File: src/rtl/data_stack.sv
// Operand stack with registered top/nos and array storage below nos.
// DATA_STACK_ERR_STICKY_EN: err holds until reset or CLEAR instead of pulsing.
module data_stack #(
  parameter int WIDTH = 32,
  parameter int DEPTH = 16
) (
  input  logic                     clk,
  input  logic                     reset,
  input  logic [2:0]               cmd,
  input  logic signed [WIDTH-1:0]  din,
  output logic signed [WIDTH-1:0]  top,
  output logic signed [WIDTH-1:0]  nos,
  output logic [$clog2(DEPTH):0]   depth,
  output logic                     empty,
  output logic                     full,
  output logic                     err
);

  localparam int AW = $clog2(DEPTH);
  localparam int DW = AW + 1;
  localparam logic [DW-1:0] DMAX = DW'(DEPTH);

  typedef enum logic [2:0] {
    C_NOP   = 3'b000,
    C_PUSH  = 3'b001,
    C_POP   = 3'b010,
    C_DUP   = 3'b011,
    C_SWAP  = 3'b100,
    C_REPL2 = 3'b101,
    C_OVER  = 3'b110,
    C_CLEAR = 3'b111
  } cmd_e;

  logic signed [WIDTH-1:0] mem [DEPTH];
  logic signed [WIDTH-1:0] top_q, nos_q, top_n, nos_n;
  logic signed [WIDTH-1:0] below;
  logic [DW-1:0]           depth_q, depth_n;
  logic                    err_q, err_n;
  logic                    has1, has2, has3, room;
  logic                    bad, wr_en;
  logic [AW-1:0]           widx, ridx;

  assign has1 = depth_q != '0;
  assign has2 = depth_q >= DW'(2);
  assign has3 = depth_q >= DW'(3);
  assign room = depth_q != DMAX;
  assign widx = AW'(depth_q - DW'(2));
  assign ridx = AW'(depth_q - DW'(3));
  // entry that surfaces into nos when the stack shrinks by one
  assign below = has3 ? mem[ridx] : '0;

  always_comb begin
    top_n   = top_q;
    nos_n   = nos_q;
    depth_n = depth_q;
    wr_en   = 1'b0;
    bad     = 1'b0;
    unique case (cmd_e'(cmd))
      C_NOP: ;
      C_PUSH, C_DUP, C_OVER: begin
        if (!room || (cmd_e'(cmd) == C_DUP && !has1)
            || (cmd_e'(cmd) == C_OVER && !has2)) begin
          bad = 1'b1;
        end else begin
          wr_en   = has2;
          nos_n   = top_q;
          depth_n = depth_q + DW'(1);
          if (cmd_e'(cmd) == C_PUSH)     top_n = din;
          else if (cmd_e'(cmd) == C_DUP) top_n = top_q;
          else                           top_n = nos_q;
        end
      end
      C_POP: begin
        if (!has1) begin
          bad = 1'b1;
        end else begin
          top_n   = nos_q;
          nos_n   = below;
          depth_n = depth_q - DW'(1);
        end
      end
      C_SWAP: begin
        if (!has2) begin
          bad = 1'b1;
        end else begin
          top_n = nos_q;
          nos_n = top_q;
        end
      end
      C_REPL2: begin
        if (!has2) begin
          bad = 1'b1;
        end else begin
          top_n   = din;
          nos_n   = below;
          depth_n = depth_q - DW'(1);
        end
      end
      C_CLEAR: begin
        top_n   = '0;
        nos_n   = '0;
        depth_n = '0;
      end
    endcase
  end

`ifdef DATA_STACK_ERR_STICKY_EN
  assign err_n = (cmd_e'(cmd) == C_CLEAR) ? 1'b0 : (err_q | bad);
`else
  assign err_n = bad;
`endif

  always_ff @(posedge clk or negedge reset) begin
    if (!reset) begin
      top_q   <= '0;
      nos_q   <= '0;
      depth_q <= '0;
      err_q   <= 1'b0;
    end else begin
      top_q   <= top_n;
      nos_q   <= nos_n;
      depth_q <= depth_n;
      err_q   <= err_n;
    end
  end

  always_ff @(posedge clk) begin
    if (wr_en) mem[widx] <= nos_q;
  end

  assign top   = top_q;
  assign nos   = nos_q;
  assign depth = depth_q;
  assign empty = depth_q == '0;
  assign full  = depth_q == DMAX;
  assign err   = err_q;

endmodule

File: config.mk
export PLATFORM = sky130hd
export DESIGN_NAME = data_stack
export DESIGN_NICKNAME = d
export VERILOG_FILES = /design/src/rtl/data_stack.sv
export SDC_FILE = /design/constraint.sdc
export NUM_CORES = 1
export LEC_CHECK = 0
export ABC_AREA = 1
export CAP_MARGIN = 25
export CORE_MARGIN = 2
export CORE_UTILIZATION = 55
export DETAILED_ROUTE_END_ITERATION = 8
export PLACE_DENSITY = 0.81
export SKIP_LAST_GASP = 1
export SLEW_MARGIN = 5
export SYNTH_ARGS = -nofsm -noshare
export SYNTH_HDL_FRONTEND = slang
export SYNTH_SLANG_ARGS = --single-unit
File: constraint.sdc
create_clock -name clk -period 9.45 [get_ports clk]
set_input_delay 1.89 -clock clk [delete_from_list [all_inputs] [get_ports clk]]
set_output_delay 1.89 -clock clk [all_outputs]
set_load 0.02 [all_outputs]
==> metrics.txt, run 1 <==
DRC marker count from the first detailed-route iteration=2490; number of buffers inserted during clock tree synthesis=54; post-detail-place hpwl=35.0 mm; wire length per cell after detailed routing=21.8 um; summed instance area of the synthesized netlist=24700 um^2; final clock period utilization by the worst path=0.511; top library cells by usage in the layout, fill and taps aside=nand2_1, edfxtp_1, nand3_1; Worst R2R End=nos[26]; unrepaired setup endpoints after global routing=no; endpoint required time on the critical path=10000 ps; clk root buf=clkbuf_16; setup skew after layout=19.0 ps; number of vias per cell after detailed routing=6.00; total congestion overflow=0; count of synthesis-stage warnings from yosys=0; FF-to-FF setup slack=5840 ps; WP data arrival=5370 ps; number of buffers inserted to repair setup after CTS=0; Routed WL=66.3 mm; beginning of the worst register-to-register path=depth[0]; clock edge transition at the registers on the reported setup and hold paths=70 ps; # hold bufs at CTS=0; sinks on the clock net=582; register area=17100 um^2; synthesized instance count=2350; std cell rows=77; FF-to-FF path depth=12; number of synthesized register bits=582; worst min path class=reg -> reg; Final TNS setup=0 ps; total nets after synthesis=2397; number of maximum-capacitance violations=0; final antenna diode count=0; CTS resizes=0; height of the chip=216 um; Max H-tree Level=2; final RePlAce weighted congestion=0.837; worst hold path cell count=2; overall routing resource usage=0.284; clock tree from TritonCTS=yes; most frequent standard cell in the layout excluding fill and tap cells=nand2_1; leakage dissipation=11.0 nW; worst voltage drop across the vdd grid=0.543 mV; full die area=46600 um^2; Distinct cells, synth=27; status=completed; top-level port count=109; layout cell share with drive strength beyond 1=0.0604; signed area change from the synthesized netlist to the final layout=14.1%; proportion of synthesized chip area in sequential cells=0.694; pin count of the biggest net entering global routing=259; worst-path maximum fanout=36; filler instances=3245; launching element type of the critical path=input port; Final Setup Violations=0; cell repeated most along the worst path=nand2_1; effective utilization at floorplan=0.558; mean post-synth cell area=10.5 um^2; Min-Delay Startpoint=top[3]; crit path max-delay cell type=nor2_4; Total Nets Final=2455; endpoint of the worst hold path=top[3]; number of buffers and inverters on the critical path=2; number of nets still failing antenna checks after routing=0; post-route DRC violation count=0; Port Buffers=108; maximum operating frequency=207 MHz; number of search-and-repair iterations in the first detailed-routing pass=6; Placed Instance Area=26400 um^2; time the final worst path needs with I/O delays and setup=4820 ps; fin util=0.637; Floorplan Core Area=44200 um^2; wire length of the first global-routing pass=101 mm; worst slew slack as a fraction of its limit=0.00836; vias in the first global route=18056; clock network latency to the later pin of the worst-skew pair=620 ps; Worst Tran Pin Value=1490 ps; pwr dens=348 nW/um^2; initial antenna violation count=0; critical setup path kind=in -> reg; area of combinational cells with multiple inputs=6940 um^2; final-report hold violation count=0; Via Count=18272; CP endpoint kind=flip-flop; Die Width=216 um; cell family contributing the most delay on the critical path=simple AND/OR/NAND/NOR gates; total count of max-transition violations in the final report=0; finished layout cell area=28200 um^2; stage delay of the slowest cell on the critical path=950 ps; cells traversed along the worst timing path=clkdlybuf4s50_1 -> inv_1 -> nand3_2 -> nand2_1 -> a21oi_2 -> nand3_4 -> nor2_4 -> nand2_1 -> nand2_1; largest buffer count on any clock path=3
==> routing by layer <==
metal  track usage  part of all wire
met1         0.389              0.37
met2         0.445              0.47
met3        0.0569              0.13
met4         0.127             0.040
met5             0                 0
==> cells by family after synthesis <==
logic type                 count (synthesis)  synth area share
and+or+nand+nor                         1473             0.249
AOI/OAI and AO/OA                         78            0.0161
xor gates and xnor gates                   6           0.00213
buffers and inverters                    201            0.0334
adders and majority gates                 10           0.00537
DFF                                      582             0.694
==> through the flow <==
stage	cells	hold slack [ps]	power [mW]	setup slack (ps)
finish	3044	536	9.81	4630
global route	3044	582	10.3	4460
CTS	3043	542	9.74	4750
detailed placement	2943	523	7.62	4130
global placement	2941	518	7.46	4300
floorplan	2350	595	6.15	5070
==> synthesized netlist by cell type, drive strengths merged <==
cell	count	area, um^2
nand3	468	2360
buf	65	314
xor2	5	43.8
xnor2	1	8.76
nor3	2	10.0
and3	1	6.26
fa	1	20.0
or2	1	6.26
clkinv	1	3.75
dfrtp	70	1750
clkbuf	73	274
nand2	937	3520
ha	9	113
nor2	64	243
edfxtp	512	15400
a21oi	38	198
o21ai	40	200
inv	62	233
==> worst reg2reg max path: cells and delay by family (launching register included) <==
kind | cells | cell delay, ps
simple gates | 8 | 880
buf+inv | 4 | 2140
flops | 1 | 540
==> cell type report <==
cell class,count,area share
sequential,582,0.608
inverter,63,0.00880
timing repair buffer,140,0.0491
clock inverter,22,0.00751
clock buffer,78,0.0534
tap,592,0.0263
multi-input combinational,1567,0.247
==> worst max path at each step <==
stage,from,endpoint,slack [ps],cells after the start
floorplan,cmd[0],mem[0][0],5070,7
global placement,cmd[1],top[20],4300,9
detailed placement,cmd[1],top[16],4130,9
CTS,cmd[1],top[20],4750,9
global route,cmd[1],top[11],4460,9
finish,cmd[1],top[20],4630,9
==> state kept, by name, indices dropped and copies added (netlist names) <==
| signal | cells |
|---|---|
| err | 1 |
| nos | 32 |
| depth | 5 |
| top | 32 |
| mem | 512 |
==> power by group <==
group / leakage [nW] / switching [mW] / internal [mW]
combinational: 4.56 / 2.72 / 1.19
clock: 0.833 / 0.941 / 1.19
sequential: 5.63 / 0.425 / 3.34
total: 11.0 / 4.09 / 5.72
No activity file was read; power rests on OpenSTA's default activity.
==> inputs of run 2 (changes only) <==
==> constraint.sdc (replaced) <==
create_clock -name clk -period 4.8 [get_ports clk]
set_input_delay 0.96 -clock clk [delete_from_list [all_inputs] [get_ports clk]]
set_output_delay 0.96 -clock clk [all_outputs]
set_load 0.02 [all_outputs]
==> run 2 against run 1 <==
  * Sequential share of layout area shrank 0.22 points
  * Via count is 1.7% lower
  * Register-to-register slack worse by 4100 ps
  * Non-clock buffer count increased by 4
  * Worst hold slack worse by 250 ps
  * Count of clock-buffer cells in the layout shrank 6
  * Global-route usage shrank 1.1 points
  * Sequential power rose by 98%
  * Sequential cell count stayed put
  * Design area up 0.36%
==> metrics.txt, run 2 (same netlist as run 1, synthesis figures left out) <==
Die Width=216 um (unchanged); height of the chip=216 um (unchanged); top-level port count=109 (unchanged); DRC marker count from the first detailed-route iteration=2566 (was 2490); cells traversed along the worst timing path=clkdlybuf4s50_1 -> inv_1 -> nand3_2 -> nand2_2 -> inv_2 -> nand2_1 -> a21oi_4 -> buf_4 -> nand2_1 -> nand2_1 -> nand2_1 -> nand2_1 (was clkdlybuf4s50_1 -> inv_1 -> nand3_2 -> nand2_1 -> a21oi_2 -> nand3_4 -> nor2_4 -> nand2_1 -> nand2_1); layout cell share with drive strength beyond 1=0.0639 (was 0.0604); CP endpoint kind=flip-flop (unchanged); cell repeated most along the worst path=nand2_1 (unchanged); Final TNS setup=0 ps (unchanged); post-detail-place hpwl=35.0 mm (about the same); final-report hold violation count=0 (unchanged); sinks on the clock net=582 (unchanged); Routed WL=64.2 mm (was 66.3 mm); Total Nets Final=2460 (was 2455); launching element type of the critical path=input port (unchanged); clk root buf=clkbuf_16 (unchanged); FF-to-FF setup slack=1710 ps (was 5840 ps); Worst Tran Pin Value=1360 ps (was 1490 ps); unrepaired setup endpoints after global routing=no (unchanged); wire length of the first global-routing pass=98.2 mm (was 101 mm); number of nets still failing antenna checks after routing=0 (unchanged); final RePlAce weighted congestion=0.856 (was 0.837); Port Buffers=108 (unchanged); time the final worst path needs with I/O delays and setup=3350 ps; beginning of the worst register-to-register path=depth[0] (unchanged); number of maximum-capacitance violations=0 (unchanged); register with the most flip-flops=mem (unchanged); setup skew after layout=17.8 ps (was 19.0 ps); clock tree from TritonCTS=yes (unchanged); worst-path maximum fanout=19 (was 36); worst voltage drop across the vdd grid=1.12 mV (was 0.543 mV); Worst R2R End=nos[4] (was nos[26]); status=completed (unchanged); number of search-and-repair iterations in the first detailed-routing pass=6 (unchanged); overall power of the completed layout=19.4 mW (was 9.81 mW); CTS resizes=0 (unchanged); overall routing resource usage=0.273 (was 0.284); clock edge transition at the registers on the reported setup and hold paths=60 ps (was 70 ps); launch point of the worst path=cmd[1] (unchanged); number of buffers inserted during clock tree synthesis=55 (was 54); leakage dissipation=11.1 nW (was 11.0 nW); std cell rows=77 (unchanged); most frequent standard cell in the layout excluding fill and tap cells=nand2_1 (unchanged); effective utilization at floorplan=0.558 (unchanged); vias in the first global route=17864 (was 18056); max reg flops=512 (unchanged); FF-to-FF path depth=10 (was 12); post-route DRC violation count=0 (unchanged); wire length per cell after detailed routing=21.0 um (was 21.8 um); number of vias per cell after detailed routing=5.89 (was 6.00); endpoint required time on the critical path=5330 ps (was 10000 ps); final antenna diode count=0 (unchanged); pin count of the biggest net entering global routing=258 (was 259); clock network latency to the later pin of the worst-skew pair=610 ps (was 620 ps); # hold bufs at CTS=0 (unchanged); stage delay of the slowest cell on the critical path=600 ps (was 950 ps); WP data arrival=3880 ps (was 5370 ps); number of buffers inserted to repair setup after CTS=0 (unchanged); signed area change from the synthesized netlist to the final layout=14.5% (was 14.1%); Final Setup Violations=0 (unchanged); worst slew slack as a fraction of its limit=0.0913 (was 0.00836); Via Count=17953 (was 18272); full die area=46600 um^2 (unchanged); Floorplan Core Area=44200 um^2 (unchanged); maximum operating frequency=298 MHz; worst min path class=in -> async (was reg -> reg); critical setup path kind=in -> reg (unchanged); final clock period utilization by the worst path=0.699; largest buffer count on any clock path=3 (unchanged); total congestion overflow=0 (unchanged); Critical path destination=top[20] (unchanged); crit path max-delay cell type=a21oi_4 (was nor2_4); pwr dens=687 nW/um^2 (was 348 nW/um^2); Max H-tree Level=2 (unchanged); top library cells by usage in the layout, fill and taps aside=nand2_1, edfxtp_1, nand3_1 (unchanged); initial antenna violation count=0 (unchanged); total count of max-transition violations in the final report=0 (unchanged)
-- run 2: cell count changes in the layout (fill, tap and decap cells not counted) --
cell / delta
inv_4: +1
clkbuf_1: -8
clkbuf_16: +1
clkinv_2: +4
clkinv_1: +5
buf_12: +3
inv_6: -2
clkbuf_8: +1
buf_4: +1
clkinvlp_4: -1
inv_2: +1
-- run 2: power by group --
part	leakage (nW)	switching, mW	internal, mW
registers	5.63	0.881	6.58
clock network	0.866	1.84	2.38
logic	4.59	5.33	2.40
-- run 2: how the worst min path moves through the flow --
stage / from / endpoint / slack [ps] / cells past startpoint
2_1_floorplan: top[10] / top[10] / 600 / 2
3_3_place_gp: top[2] / top[2] / 490 / 2
3_5_place_dp: top[28] / top[28] / 490 / 2
4_1_cts: top[2] / top[2] / 510 / 2
5_1_grt: reset / nos[26] / 280 / 1
6_report: reset / top[25] / 290 / 1
-- run 2: metrics by stage --
stage                     setup slack [ps]  std cells  instance area (um^2)  hold WS [ps]   util
final                                 1450       3050                 28300           286  0.639
after global routing                  1360       3050                 28300           281  0.639
after CTS                             1470       3049                 28200           505  0.638
after detailed placement               955       2947                 26500           490  0.599
after global placement                1040       2946                 26500           492  0.598
after floorplan                       1130       2350                 24700           595      -
-- run 2: area by class of cell --
type | instances | area [um^2]
clock inverters | 30 | 239
well taps | 592 | 741
multi-input cells | 1567 | 6940
inverters | 63 | 244
fillers | 3167 | 16000
flip-flops and latches | 582 | 17100
repair buffers | 144 | 1450
clock buffers | 72 | 1510
-- run 2: routing by layer --
layer / wire [um] / GRT usage / part of all wire / vias to the layer above
li1: - / - / - / 8135
met1: 23500 / 0.359 / 0.37 / 8402
met2: 30800 / 0.441 / 0.48 / 1239
met3: 7840 / 0.0658 / 0.12 / 177
met4: 2050 / 0.111 / 0.032 / 0
met5: 0 / 0 / 0 / -
-- run 2: critical path: cells and delay by family --
family                 cells  cell delay (ps)
AOI/OAI and AO/OA          1              600
buffers and inverters      4             1190
and+or+nand+nor            7             1110
